$ cat config.mk
export PLATFORM = sky130hd
export DESIGN_NAME = pulse_seq_gen
export DESIGN_NICKNAME = d
export VERILOG_FILES = /design/src/rtl/pulse_seq_gen.sv
export SDC_FILE = /design/constraint.sdc
export NUM_CORES = 1
export LEC_CHECK = 0
export ABC_CLOCK_PERIOD_IN_PS = 4000
export BUFFER_PORTS_ARGS = -buffer_cell sky130_fd_sc_hd__buf_2
export CORE_MARGIN = 2
export CORE_UTILIZATION = 58
export CTS_BUF_LIST = sky130_fd_sc_hd__clkbuf_2
export DETAILED_ROUTE_END_ITERATION = 6
export PLACE_DENSITY = 0.83
export RECOVER_POWER = 25
export SYNTH_ARGS = -nofsm -noshare
export SYNTH_HDL_FRONTEND = slang
export SYNTH_SLANG_ARGS = --single-unit
$ cat constraint.sdc
create_clock -name clk -period 4 [get_ports clk]
set_input_delay 0.8 -clock clk [delete_from_list [all_inputs] [get_ports clk]]
set_output_delay 0.8 -clock clk [all_outputs]
set_load 0.05 [all_outputs]
$ cat src/rtl/pulse_seq_gen.sv
// pulse_seq_gen: plays a latched symbol string as non-overlapping x1/x2 pulses separated by idle gaps.
//   clk      in   system clock, rising edge
//   rst      in   asynchronous active-high reset
//   start    in   begin playback, sampled only in IDLE
//   abort    in   synchronous cancel of playback in progress
//   seq_bits in   symbols, bit0 first; 1 = x1 pulse, 0 = x2 pulse
//   seq_len  in   symbol count, clamped to MAX_LEN
//   x1, x2   out  registered protocol lines
//   busy     out  high from start acceptance until playback ends
//   done     out  one-cycle pulse after the last trailing gap
//   sym_idx  out  index of the current symbol
module pulse_seq_gen #(
  parameter int PULSE_CYCLES = 2,
  parameter int GAP_CYCLES   = 3,
  parameter int MAX_LEN      = 16
) (
  input  logic               clk,
  input  logic               rst,
  input  logic               start,
  input  logic               abort,
  input  logic [MAX_LEN-1:0] seq_bits,
  input  logic [4:0]         seq_len,
  output logic               x1,
  output logic               x2,
  output logic               busy,
  output logic               done,
  output logic [4:0]         sym_idx
);
  localparam int CMAX = PULSE_CYCLES > GAP_CYCLES ? PULSE_CYCLES : GAP_CYCLES;
  localparam int CW   = CMAX > 1 ? $clog2(CMAX) : 1;
  typedef enum logic [2:0] {IDLE, LEAD, PULSE, GAP, DONE} state_t;
  state_t state, state_n;
  logic [CW-1:0] cnt, cnt_n;
  logic [4:0] idx_n, len, len_n, clamp;
  logic [MAX_LEN-1:0] bits, bits_n, sh;
  logic last_p, last_g;
  assign clamp  = seq_len > 5'(MAX_LEN) ? 5'(MAX_LEN) : seq_len;
  assign last_p = cnt == CW'(PULSE_CYCLES - 1);
  assign last_g = cnt == CW'(GAP_CYCLES - 1);
  assign sh     = bits_n >> idx_n;
  always_comb begin
    state_n = state;
    cnt_n   = cnt;
    idx_n   = sym_idx;
    len_n   = len;
    bits_n  = bits;
    case (state)
      IDLE: if (start && !abort) begin
        state_n = LEAD;
        bits_n  = seq_bits;
        len_n   = clamp;
        idx_n   = '0;
        // an empty string spends a single busy cycle in LEAD before DONE
        cnt_n   = clamp == 5'd0 ? CW'(GAP_CYCLES - 1) : '0;
      end
      LEAD: begin
        state_n = abort ? IDLE : last_g ? (len == 5'd0 ? DONE : PULSE) : LEAD;
        cnt_n   = abort || last_g ? '0 : cnt + 1'b1;
      end
      PULSE: begin
        state_n = abort ? IDLE : last_p ? GAP : PULSE;
        cnt_n   = abort || last_p ? '0 : cnt + 1'b1;
        idx_n   = abort ? '0 : sym_idx;
      end
      GAP: begin
        state_n = abort ? IDLE : !last_g ? GAP : sym_idx + 5'd1 < len ? PULSE : DONE;
        cnt_n   = abort || last_g ? '0 : cnt + 1'b1;
        idx_n   = abort ? '0 : !last_g ? sym_idx : sym_idx + 5'd1 < len ? sym_idx + 5'd1 : '0;
      end
      default: state_n = IDLE;
    endcase
  end
  always_ff @(posedge clk or posedge rst)
    if (rst) begin
      state   <= IDLE;
      cnt     <= '0;
      sym_idx <= '0;
      len     <= '0;
      bits    <= '0;
      x1      <= 1'b0;
      x2      <= 1'b0;
      busy    <= 1'b0;
      done    <= 1'b0;
    end else begin
      state   <= state_n;
      cnt     <= cnt_n;
      sym_idx <= idx_n;
      len     <= len_n;
      bits    <= bits_n;
      x1      <= state_n == PULSE && sh[0];
      x2      <= state_n == PULSE && !sh[0];
      busy    <= state_n inside {LEAD, PULSE, GAP};
      done    <= state_n == DONE;
    end
endmodule

==> run metrics, run 1 <==
n_diodes=0; largest net degree at the start of global routing=36; synthesized area=1990 sq um; Period minus WS final=3170 ps; Final Hold Fails=0; final setup vio count=0; H-tree depth=2; Setup WS pre-CTS=890 ps; row cnt=21; post-synthesis adder-cell area fraction=4.40%; Arr. time, crit path=3440 ps; final wirelength=4.24 mm; synth warn=0; vias in the first global route=1,663; Post-synth EDFFs=0; Slew Limit Fails=36; commonest non-fill, non-tap cells in the layout=nand2_1 (61), dfrtp_1 (35), buf_2 (33); Core Area=3310 sq um; Mapped Cells=217; syn_nets=249; relative slew slack=-20.7%; clock buffer depth=2; CTS root buf=clkbuf_2; skew final=9.83 ps; VDD IR max=228 uV; Crit Path Category=reg2reg; CTS tree=done; Primary FF master, synth=dfrtp_1; drt wl/cell=14.2 um; simple-gate area share of the yosys netlist=25.8%; Post-Synth XOR/XNOR Area=1.32%; DRT Pass-1 Iters=4; violated checks=max-capacitance violations, max-slew violations; type of the tightest min-delay check=reg2reg; Post-route DRC=0; crit-path max FO=8; clock slew at reported path FFs=170 ps; max_cap viols=1; Area contributors post-synth=dfrtp_1 (44%), nand2_1 (11%), ha_1 (4.4%), o21ai_0 (3.0%), nand3_1 (2.8%); post-CTS repair timing setup buffer count=0; initial antenna violation count=0; Critical Path RT=4270 ps; complex-gate fraction of the synthesized area=19.2%; Skew-Pair Late Insertion Delay=380 ps; hold path start=bits[11]; Worst Slack Setup Final=833 ps; crit path capture type=flop; synthesis-to-layout area growth=11.3%; GRT overflow=0; chip height=62.6 um; cell count after placement=291; total clock sinks=35; Seq/Total Area, Yosys=44.0%; GP Congestion=0.799; Leakage=1.14 nW; fin crit share=79.2%; Overall Global Routing Usage=24.5%; Yosys top cell area share=44.0%; drt first-iter violations=89; CTS buffer count=5; PwrDens=349 nW/um^2; Vias/cell=5.66; fmax=316 MHz; status=finished with violations; Setup TNS=0 ps; Yosys cell types=52; Setup crit start=sym_idx[0]; Synth Area per Inst=9.18 sq um; Fill cells=313; Synth area leader=dfrtp_1; startpoint types=flop; most common cell after layout, fill and taps aside=nand2_1; Final #Nets=284; combinational family with the most area after synthesis=simple AND/OR/NAND/NOR gates; FF+latch count, synth=35; actual slew at the worst max-slew pin=1810 ps; Port-buffer cells=33; final antenna-violating net count=0; Post-DP HPWL=3.13 mm; final cell count without fillers=298; global-route wire length before repair=7.42 mm; Post-synth ARST share=100%; multi-input logic area=1030 sq um; mux contribution to synthesized area=1.07%; RSZ-0062 raised after global routing=false; Util after Layout=67.0%; share of cells above drive strength 1=22.2%; detailed-route via count=1,686; cts hold-fix bufs=0; RR Startpoint=sym_idx[0]; Gates resized, CTS repair=0; chip width=62.6 um; Register Area=876 sq um; die area=3920 sq um; Initial Util=60.2%; count of boundary I/O pins=34
==> worst paths after layout <==
| path | to | slack [ps] | depth (start not counted) |
|---|---|---|---|
| setup / recovery | x2 | 830 | 11 |
| hold / removal | bits[11] | 500 | 2 |
| setup reg to reg | x2 | 830 | 11 |
| hold reg to reg | bits[11] | 500 | 2 |
| max in group asynchronous | sym_idx[3] | 1940 | 3 |
| min in group asynchronous | bits[7] | 1030 | 3 |
==> metrics by stage <==
stage          instance area, sq um  total power, mW  hold slack [ps]
6_report                       2220            0.773              500
5_1_grt                        2220            0.824              526
4_1_cts                        2220            0.774              492
3_5_place_dp                   2190            0.630              461
3_3_place_gp                   2190            0.621              460
2_1_floorplan                  1990            0.577              439
==> synth_stat cells, types with 2 or more instances <==
cell	number
o221ai_1	2
nand3b_1	4
a21oi_1	5
buf_6	2
a211oi_2	2
nor2_1	8
nand2b_1	2
nor2b_1	3
o2bb2ai_1	2
ha_1	7
xnor2_1	2
clkbuf_1	4
o2111a_1	2
o21ai_1	2
o21ai_0	12
nand2_1	61
and2_1	5
dfrtp_1	35
nand3_1	11
nor3_1	2
a31oi_1	2
inv_1	11
o2111ai_1	2
==> flip-flops by register name (all words and copies together) (netlist names) <==
| signal | cells |
|---|---|
| state | 3 |
| len | 5 |
| done | 1 |
| cnt | 2 |
| busy | 1 |
| sym_idx | 5 |
| x1 | 1 |
| x2 | 1 |
| bits | 16 |
==> layer usage <==
metal	global-route usage, %	vias up	routed length, um
met5	0	-	0
met4	14.7	0	106
met3	4.32	12	145
met2	41.0	41	2130
met1	29.7	807	1850
li1	-	826	-
==> worst max-delay path: stages, from the launching register on <==
cell and delay, ps:
dfrtp_1 530, ha_1 260, nand3_1 110, xnor2_1 280
ha_1 300, a21oi_1 330, nand3_4 150, a211oi_4 390
o21ai_0 170, a31oi_1 270, o2bb2ai_1 180, a211oi_2 90
==> cells by family (layout without fill, tap and decap cells) <==
family	Yosys count	in the layout
AOI/OAI and AO/OA	47	47
xor gates and xnor gates	3	3
adders and majority gates	7	7
buffers and inverters	18	53
DFF	35	35
muxes	2	2
and+or+nand+nor	105	105
==> area by class of cell <==
cell class	instances	area share [%]
sequential	35	39.5
clock buffer	5	1.13
timing repair buffer	35	7.96
inverter	11	1.86
tap	46	2.60
multi-input combinational	164	46.6
clock inverter	2	0.395
==> power breakdown <==
part / switching (mW) / total, mW / internal, mW
logic: 0.117 / 0.188 / 0.0705
registers: 0.0325 / 0.437 / 0.405
clock network: 0.111 / 0.148 / 0.0369
Note: power is estimated with default switching activity, not from simulation.
==> inputs of run 2 (changes only) <==
Settings changed: ABC_AREA from default to 1, ABC_CLOCK_PERIOD_IN_PS 4000 to 2750, CORE_UTILIZATION 58 to 52, PLACE_DENSITY 0.83 to 0.79.
Clock period 4 ns to 2.75 ns, I/O delays scaled along.
==> run 2 against run 1 <==
Compared with the run above: the run now ends clean; worst setup slack got worse by 660 ps; global-route usage fell by 2.1 points; area after synthesis down 5.2%; die area increased by 5.4%; register-to-register slack worse by 660 ps; clock power grew 53%; wire length up 1.4%; clock skew increased by 5.1 ps; critical endpoint unchanged.
==> run metrics, run 2 <==
status=finished, final reports clean; Worst Path Buf+Inv=3 (+3); Post-DP HPWL=3.06 mm (-2.3%); CTS root buf=clkbuf_2; synthesis-to-layout area growth=18.9%; Synth Area per Inst=7.91 sq um (-14%); die area=4130 sq um (+5.4%); GRT overflow=0 (unchanged); cts hold-fix bufs=0 (unchanged); Post-synth EDFFs=0 (unchanged); VDD IR max=431 uV (+89%); drt first-iter violations=100 (+12%); Final Hold Fails=0 (unchanged); r2r worst-path depth=19 (+8); final setup vio count=0 (unchanged); final cell count without fillers=334 (+12%); DRT Pass-1 Iters=4 (unchanged); Setup TNS=0 ps (unchanged); Initial Util=55.3% (-4.9 points); fmax=389 MHz (+23%); Period minus WS final=2570 ps (-594 ps); Final #Nets=319 (+12%); row cnt=21 (unchanged); relative slew slack=67.2% (+88 points); RSZ-0062 raised after global routing=false; CTS tree=done; vias in the first global route=1,565 (-5.9%); most common cell after layout, fill and taps aside=nand2_1; H-tree depth=2 (unchanged); fin crit share=93.6% (+14 points); Slew Limit Fails=0 (-100%); total clock sinks=35 (unchanged); Post-route DRC=0 (unchanged); Leakage=1.24 nW (+9.3%); chip width=64.3 um (+2.7%); FF+latch count, synth=35 (unchanged); Critical Path RT=3050 ps (-1220 ps); Crit Path Category=reg2reg; synthesized area=1890 sq um (-5.2%); Power Total=1.58 mW (+100%); Top Registers=bits (16), len (5), sym_idx (5); Setup WS pre-CTS=162 ps (-728 ps); Most Frequent Cell on Critical Path=nand3_1; Critical Path Stages=19 (+8); cell count after placement=318 (+9.3%); CTS buffer count=5 (unchanged); Vias/cell=5.09 (-10%); Primary FF master, synth=dfrtp_1; final wirelength=4.30 mm (+1.4%); Arr. time, crit path=2870 ps (-570 ps); syn_nets=271 (+8.8%); Seq/Total Area, Yosys=46.4% (+2.4 points); Skew-Pair Late Insertion Delay=380 ps (about the same); crit path capture type=flop; clock buffer depth=2 (unchanged); Synth area leader=dfrtp_1; detailed-route via count=1,699 (+0.77%); count leader, synth=nand2_1; share of cells above drive strength 1=25.0% (+2.8 points); synth cell count leaders=nand2_1 (87), dfrtp_1 (35), nand3_1 (34), inv_1 (24), nor2_1 (8); crit-path max FO=6 (-2); initial antenna violation count=0 (unchanged); Core Area=3420 sq um (+3.2%); final antenna-violating net count=0 (unchanged); Fill cells=309 (-1.3%); max_cap viols=0 (-1); CP delay by family, top=simple AND/OR/NAND/NOR gates; Mapped Cells=239 (+10%); GR Util met2=37.5% (-3.5 points); Yosys cell types=28 (-46%); global-route wire length before repair=7.08 mm (-4.6%); Port-buffer cells=33 (unchanged); Worst Slack Setup Final=177 ps (-656 ps); type of the tightest min-delay check=in2async; Overall Global Routing Usage=22.4% (-2.1 points); Reg2Reg Setup Slack=180 ps (-660 ps); n_diodes=0 (unchanged); skew final=15.0 ps (+5.14 ps); GP Congestion=0.869 (+8.8%); GR peak layer=met2; grt met3 use=5.28% (+0.96 points); actual slew at the worst max-slew pin=491 ps (-1320 ps); chip height=64.3 um (+2.7%); PwrDens=704 nW/um^2 (+100%); critical path's slowest cell=dfrtp_2; largest net degree at the start of global routing=20 (-44%); GRT met1 Usage=28.6% (-1.0 points); Yosys top cell area share=46.4% (+2.4 points); commonest non-fill, non-tap cells in the layout=nand2_1 (86), nand3_1 (33), dfrtp_1 (33), buf_2 (33), inv_1 (24); Worst path max stage delay=460 ps (-70 ps); Post-synth ARST share=100% (unchanged); clock slew at reported path FFs=170 ps (about the same); drt wl/cell=12.9 um (-9.5%); startpoint types=flop; Reg with most FFs=bits; synth warn=0 (unchanged); count of boundary I/O pins=34 (unchanged); CP Cell Sequence=ha_2, nand3_1, xor2_1, inv_1, ha_4, nand2_1, nor2_1, nand2_1, nand3_2, nand2_4, nand3_1, nand2_2, buf_4, nand3_1, nand3_1, nand3b_1, nand3_1, nand2_1, inv_1; number of flip-flops in the largest register=16 (unchanged); Area contributors post-synth=dfrtp_1 (46%), nand2_1 (17%), nand3_1 (9.0%), inv_1 (4.8%), ha_1 (4.6%)
==> run 2: changes by cell type after synthesis, moves of 3 or more <==
cell      change
nand3_1      +23
nand3b_1      -3
inv_2         +4
clkbuf_1      -3
inv_1        +13
o21ai_0       -5
nand4_1       +3
and2_1        -5
a21oi_1       -3
nand2_1      +26
nor2b_1       -3
==> run 2: area by class of cell <==
| cell class | instances | area [sq um] | share of cell area [%] |
|---|---|---|---|
| Clock buffer | 6 | 30.0 | 1.34 |
| Clock inverter | 2 | 8.76 | 0.390 |
| Inverter | 28 | 105 | 4.68 |
| Multi-Input combinational cell | 174 | 931 | 41.4 |
| Sequential cell | 35 | 878 | 39.1 |
| Tap cell | 46 | 57.6 | 2.56 |
| Timing Repair Buffer | 43 | 236 | 10.5 |
==> run 2: logic make-up (layout without fill, tap and decap cells) <==
family	Yosys count	after routing	synth area share, %
buffers and inverters	32	79	6.89
adders and majority gates	7	7	4.64
xor gates and xnor gates	3	3	1.39
DFF	35	35	46.4
and+or+nand+nor	146	148	35.6
AOI/OAI and AO/OA	16	16	5.10
==> run 2: final timing paths <==
| path | from | endpoint |
|---|---|---|
| min in group clk | seq_bits[3] | bits[3] |
| max in group asynchronous | rst | len[4] |
| max | sym_idx[1] | x2 |
| min reg2reg | bits[4] | bits[4] |
| max reg2reg | sym_idx[1] | x2 |
| min | rst | state[1] |
==> run 2: routing by layer <==
layer,vias to the layer above,wire length [um]
met5,-,0
met4,0,58
met3,7,198
met2,41,2110
met1,772,1940
li1,879,-
==> run 2: where the power goes <==
part | leakage, nW | total [mW] | internal [mW] | switching (mW)
Clock | 0.0304 | 0.226 | 0.0624 | 0.164
Combinational | 0.761 | 0.628 | 0.218 | 0.410
Sequential | 0.450 | 0.727 | 0.666 | 0.0615
Total | 1.24 | 1.58 | 0.947 | 0.635
==> run 2: metrics by stage <==
stage / hold WS (ps) / instance area (sq um) / util, %
floorplan: 445 / 1890 / -
global placement: 465 / 2120 / 62.0
detailed placement: 463 / 2120 / 62.0
CTS: 158 / 2160 / 63.2
global route: 151 / 2250 / 65.8
finish: 151 / 2250 / 65.8
==> run 2: what timing repair did <==
item                                    in CTS  in global routing
endpoints found under the setup margin       0                  2
resized for setup                            0                  7
setup buffers                                0                  6
==> inputs of run 3 (changes only) <==
Settings changed: BUFFER_PORTS_ARGS -buffer_cell sky130_fd_sc_hd__buf_2 to default, CORE_UTILIZATION 52 to 59, DONT_BUFFER_PORTS from default to 1, PLACE_DENSITY 0.79 to 0.83.
==> run 3 against run 2 <==
Compared with the run above: the run now ends with max-capacitance violations, max-slew violations left; global-route usage up 2.6 points; sequential cell count unchanged; register-to-register slack better by 40 ps; via count down 5.6%; count of clock-buffer cells in the layout unchanged; clock skew up 3.4 ps; critical path depth unchanged; wire length down 5.1%; hold slack better by 100 ps; cell count down 11%; power down 1.6%; largest cell class unchanged.
==> run metrics, run 3 (same netlist as run 2, synthesis figures left out) <==
final antenna-violating net count=0 (unchanged); final cell count without fillers=298 (-11%); Final Hold Fails=0 (unchanged); cts hold-fix bufs=0 (unchanged); fin crit share=92.2% (-1.3 points); chip height=60.6 um (-5.7%); final setup vio count=0 (unchanged); Arr. time, crit path=2840 ps (-30 ps); Leakage=1.10 nW (-11%); Final #Nets=285 (-11%); Reg2Reg Setup Slack=210 ps (+40 ps); Worst Slack Setup Final=213 ps (+35.8 ps); Util after Layout=68.0% (+2.2 points); CTS buffer count=5 (unchanged); hold worst-path end=done; worst r2r dst=x2; Skew-Pair Late Insertion Delay=380 ps (about the same); clock buffer depth=2 (unchanged); GRT overflow=0 (unchanged); Core Area=3050 sq um (-11%); skew final=18.3 ps (+3.38 ps); PwrDens=750 nW/um^2 (+6.5%); Reg with most FFs=bits; GP Congestion=0.909 (+4.6%); Post-route DRC=0 (unchanged); startpoint types=flop; n_diodes=0 (unchanged); Crit Path Category=reg2reg; Vias/cell=5.38 (+5.8%); count of boundary I/O pins=34 (unchanged); r2r worst-path depth=19 (unchanged); drt wl/cell=13.7 um (+6.3%); global-route wire length before repair=6.67 mm (-5.8%); cell count after placement=286 (-10%); CTS tree=done; crit-path max FO=6 (unchanged); H-tree depth=2 (unchanged); largest net degree at the start of global routing=36 (+80%); hold path start=abort; row cnt=20 (-4.8%); RR Startpoint=sym_idx[1]; detailed-route via count=1,604 (-5.6%); commonest non-fill, non-tap cells in the layout=nand2_1 (86), dfrtp_1 (34), nand3_1 (31); share of cells above drive strength 1=15.0% (-10 points); Critical Path RT=3050 ps (about the same); actual slew at the worst max-slew pin=1790 ps (+1290 ps); crit path capture type=flop; most common cell after layout, fill and taps aside=nand2_1; synthesis-to-layout area growth=9.93%; DRT Pass-1 Iters=4 (unchanged); initial antenna violation count=0 (unchanged); total clock sinks=35 (unchanged); final wirelength=4.08 mm (-5.1%); worst hold stages=1; Post-DP HPWL=2.88 mm (-5.9%); Period minus WS final=2540 ps (-35.8 ps); type of the tightest min-delay check=in2reg; status=finished with violations; Setup crit start=sym_idx[1]; CTS root buf=clkbuf_2; drt first-iter violations=88 (-12%); violated checks=max-capacitance violations, max-slew violations; chip width=60.6 um (-5.7%); clock slew at reported path FFs=180 ps (about the same); number of flip-flops in the largest register=16 (unchanged); max_cap viols=1 (+1); dpl cell area=1970 sq um (-6.9%); relative slew slack=-19.1% (-86 points); VDD IR max=430 uV (-0.16%); design area=2080 sq um (-7.6%); Slew Limit Fails=36 (+36); fmax=394 MHz (+1.4%); vias in the first global route=1,427 (-8.8%); Setup WS pre-CTS=178 ps (+15.9 ps); Port-buffer cells=0 (-100%); Overall Global Routing Usage=25.0% (+2.6 points); die area=3670 sq um (-11%); Initial Util=61.9% (+6.6 points); worst hold slack=253 ps (+102 ps); Top Registers=bits (16), len (5), sym_idx (5)
-- run 3: cell types whose count changed in the layout (fill, tap and decap cells not counted) --
cell / change
nand3_1: -2
buf_2: -33
dfrtp_2: -1
nand3_2: +2
a21oi_1: +1
dfrtp_1: +1
buf_4: -1
a21oi_2: -1
-- run 3: routing by layer --
layer	track usage [%]	vias up	part of all wire [%]
li1	-	802	-
met5	0	-	0
met3	6.40	8	5.3
met2	36.7	49	48
met4	9.94	0	1.9
met1	35.6	745	45
-- run 3: power by group --
| part | internal (mW) | switching, mW | total, mW |
|---|---|---|---|
| Sequential | 0.666 | 0.0957 | 0.761 |
| Clock | 0.0624 | 0.163 | 0.226 |
| Combinational | 0.198 | 0.372 | 0.570 |
-- run 3: how the worst max path moves through the flow --
stage / end / cells past startpoint
3_3_place_gp: x2 / 19
2_1_floorplan: x2 / 19
3_5_place_dp: x2 / 19
6_report: x2 / 19
4_1_cts: x2 / 19
5_1_grt: x2 / 19
-- run 3: timing repair --
item / CTS / global route
gates resized for setup: 0 / 7
buffers inserted: 0 / 2
endpoints found under the setup margin: 0 / 2
endpoints found under the hold margin: 0 / 0
-- run 3: worst max-delay path: stages (launching register included) --
cell and delay [ps]:
dfrtp_1 450, ha_2 210, nand3_1 90, xor2_1 150, inv_1 90, ha_4 270
nand2_1 60, nor2_1 100, nand2_1 70, nand3_2 100, nand2_4 90, nand3_2 90
nand2_2 110, buf_4 150, nand3_1 70, nand3_1 60, nand3_1 100, nand3_2 90
nand2_1 60, inv_1 30
-- run 3: area by class of cell --
type,instances,area (sq um)
flip-flops and latches,35,877
well taps,44,55.1
clock buffers,6,30.0
multi-input cells,174,937
clock inverters,2,8.76
fillers,264,976
inverters,28,105
repair buffers,9,63.8
-- run 3: stage by stage --
stage / power (mW) / TNS, ps
after global placement: 1.29 / 0
after global routing: 1.68 / -6.72
after floorplan: 1.19 / 0
after CTS: 1.54 / 0
final: 1.56 / 0
after detailed placement: 1.31 / 0
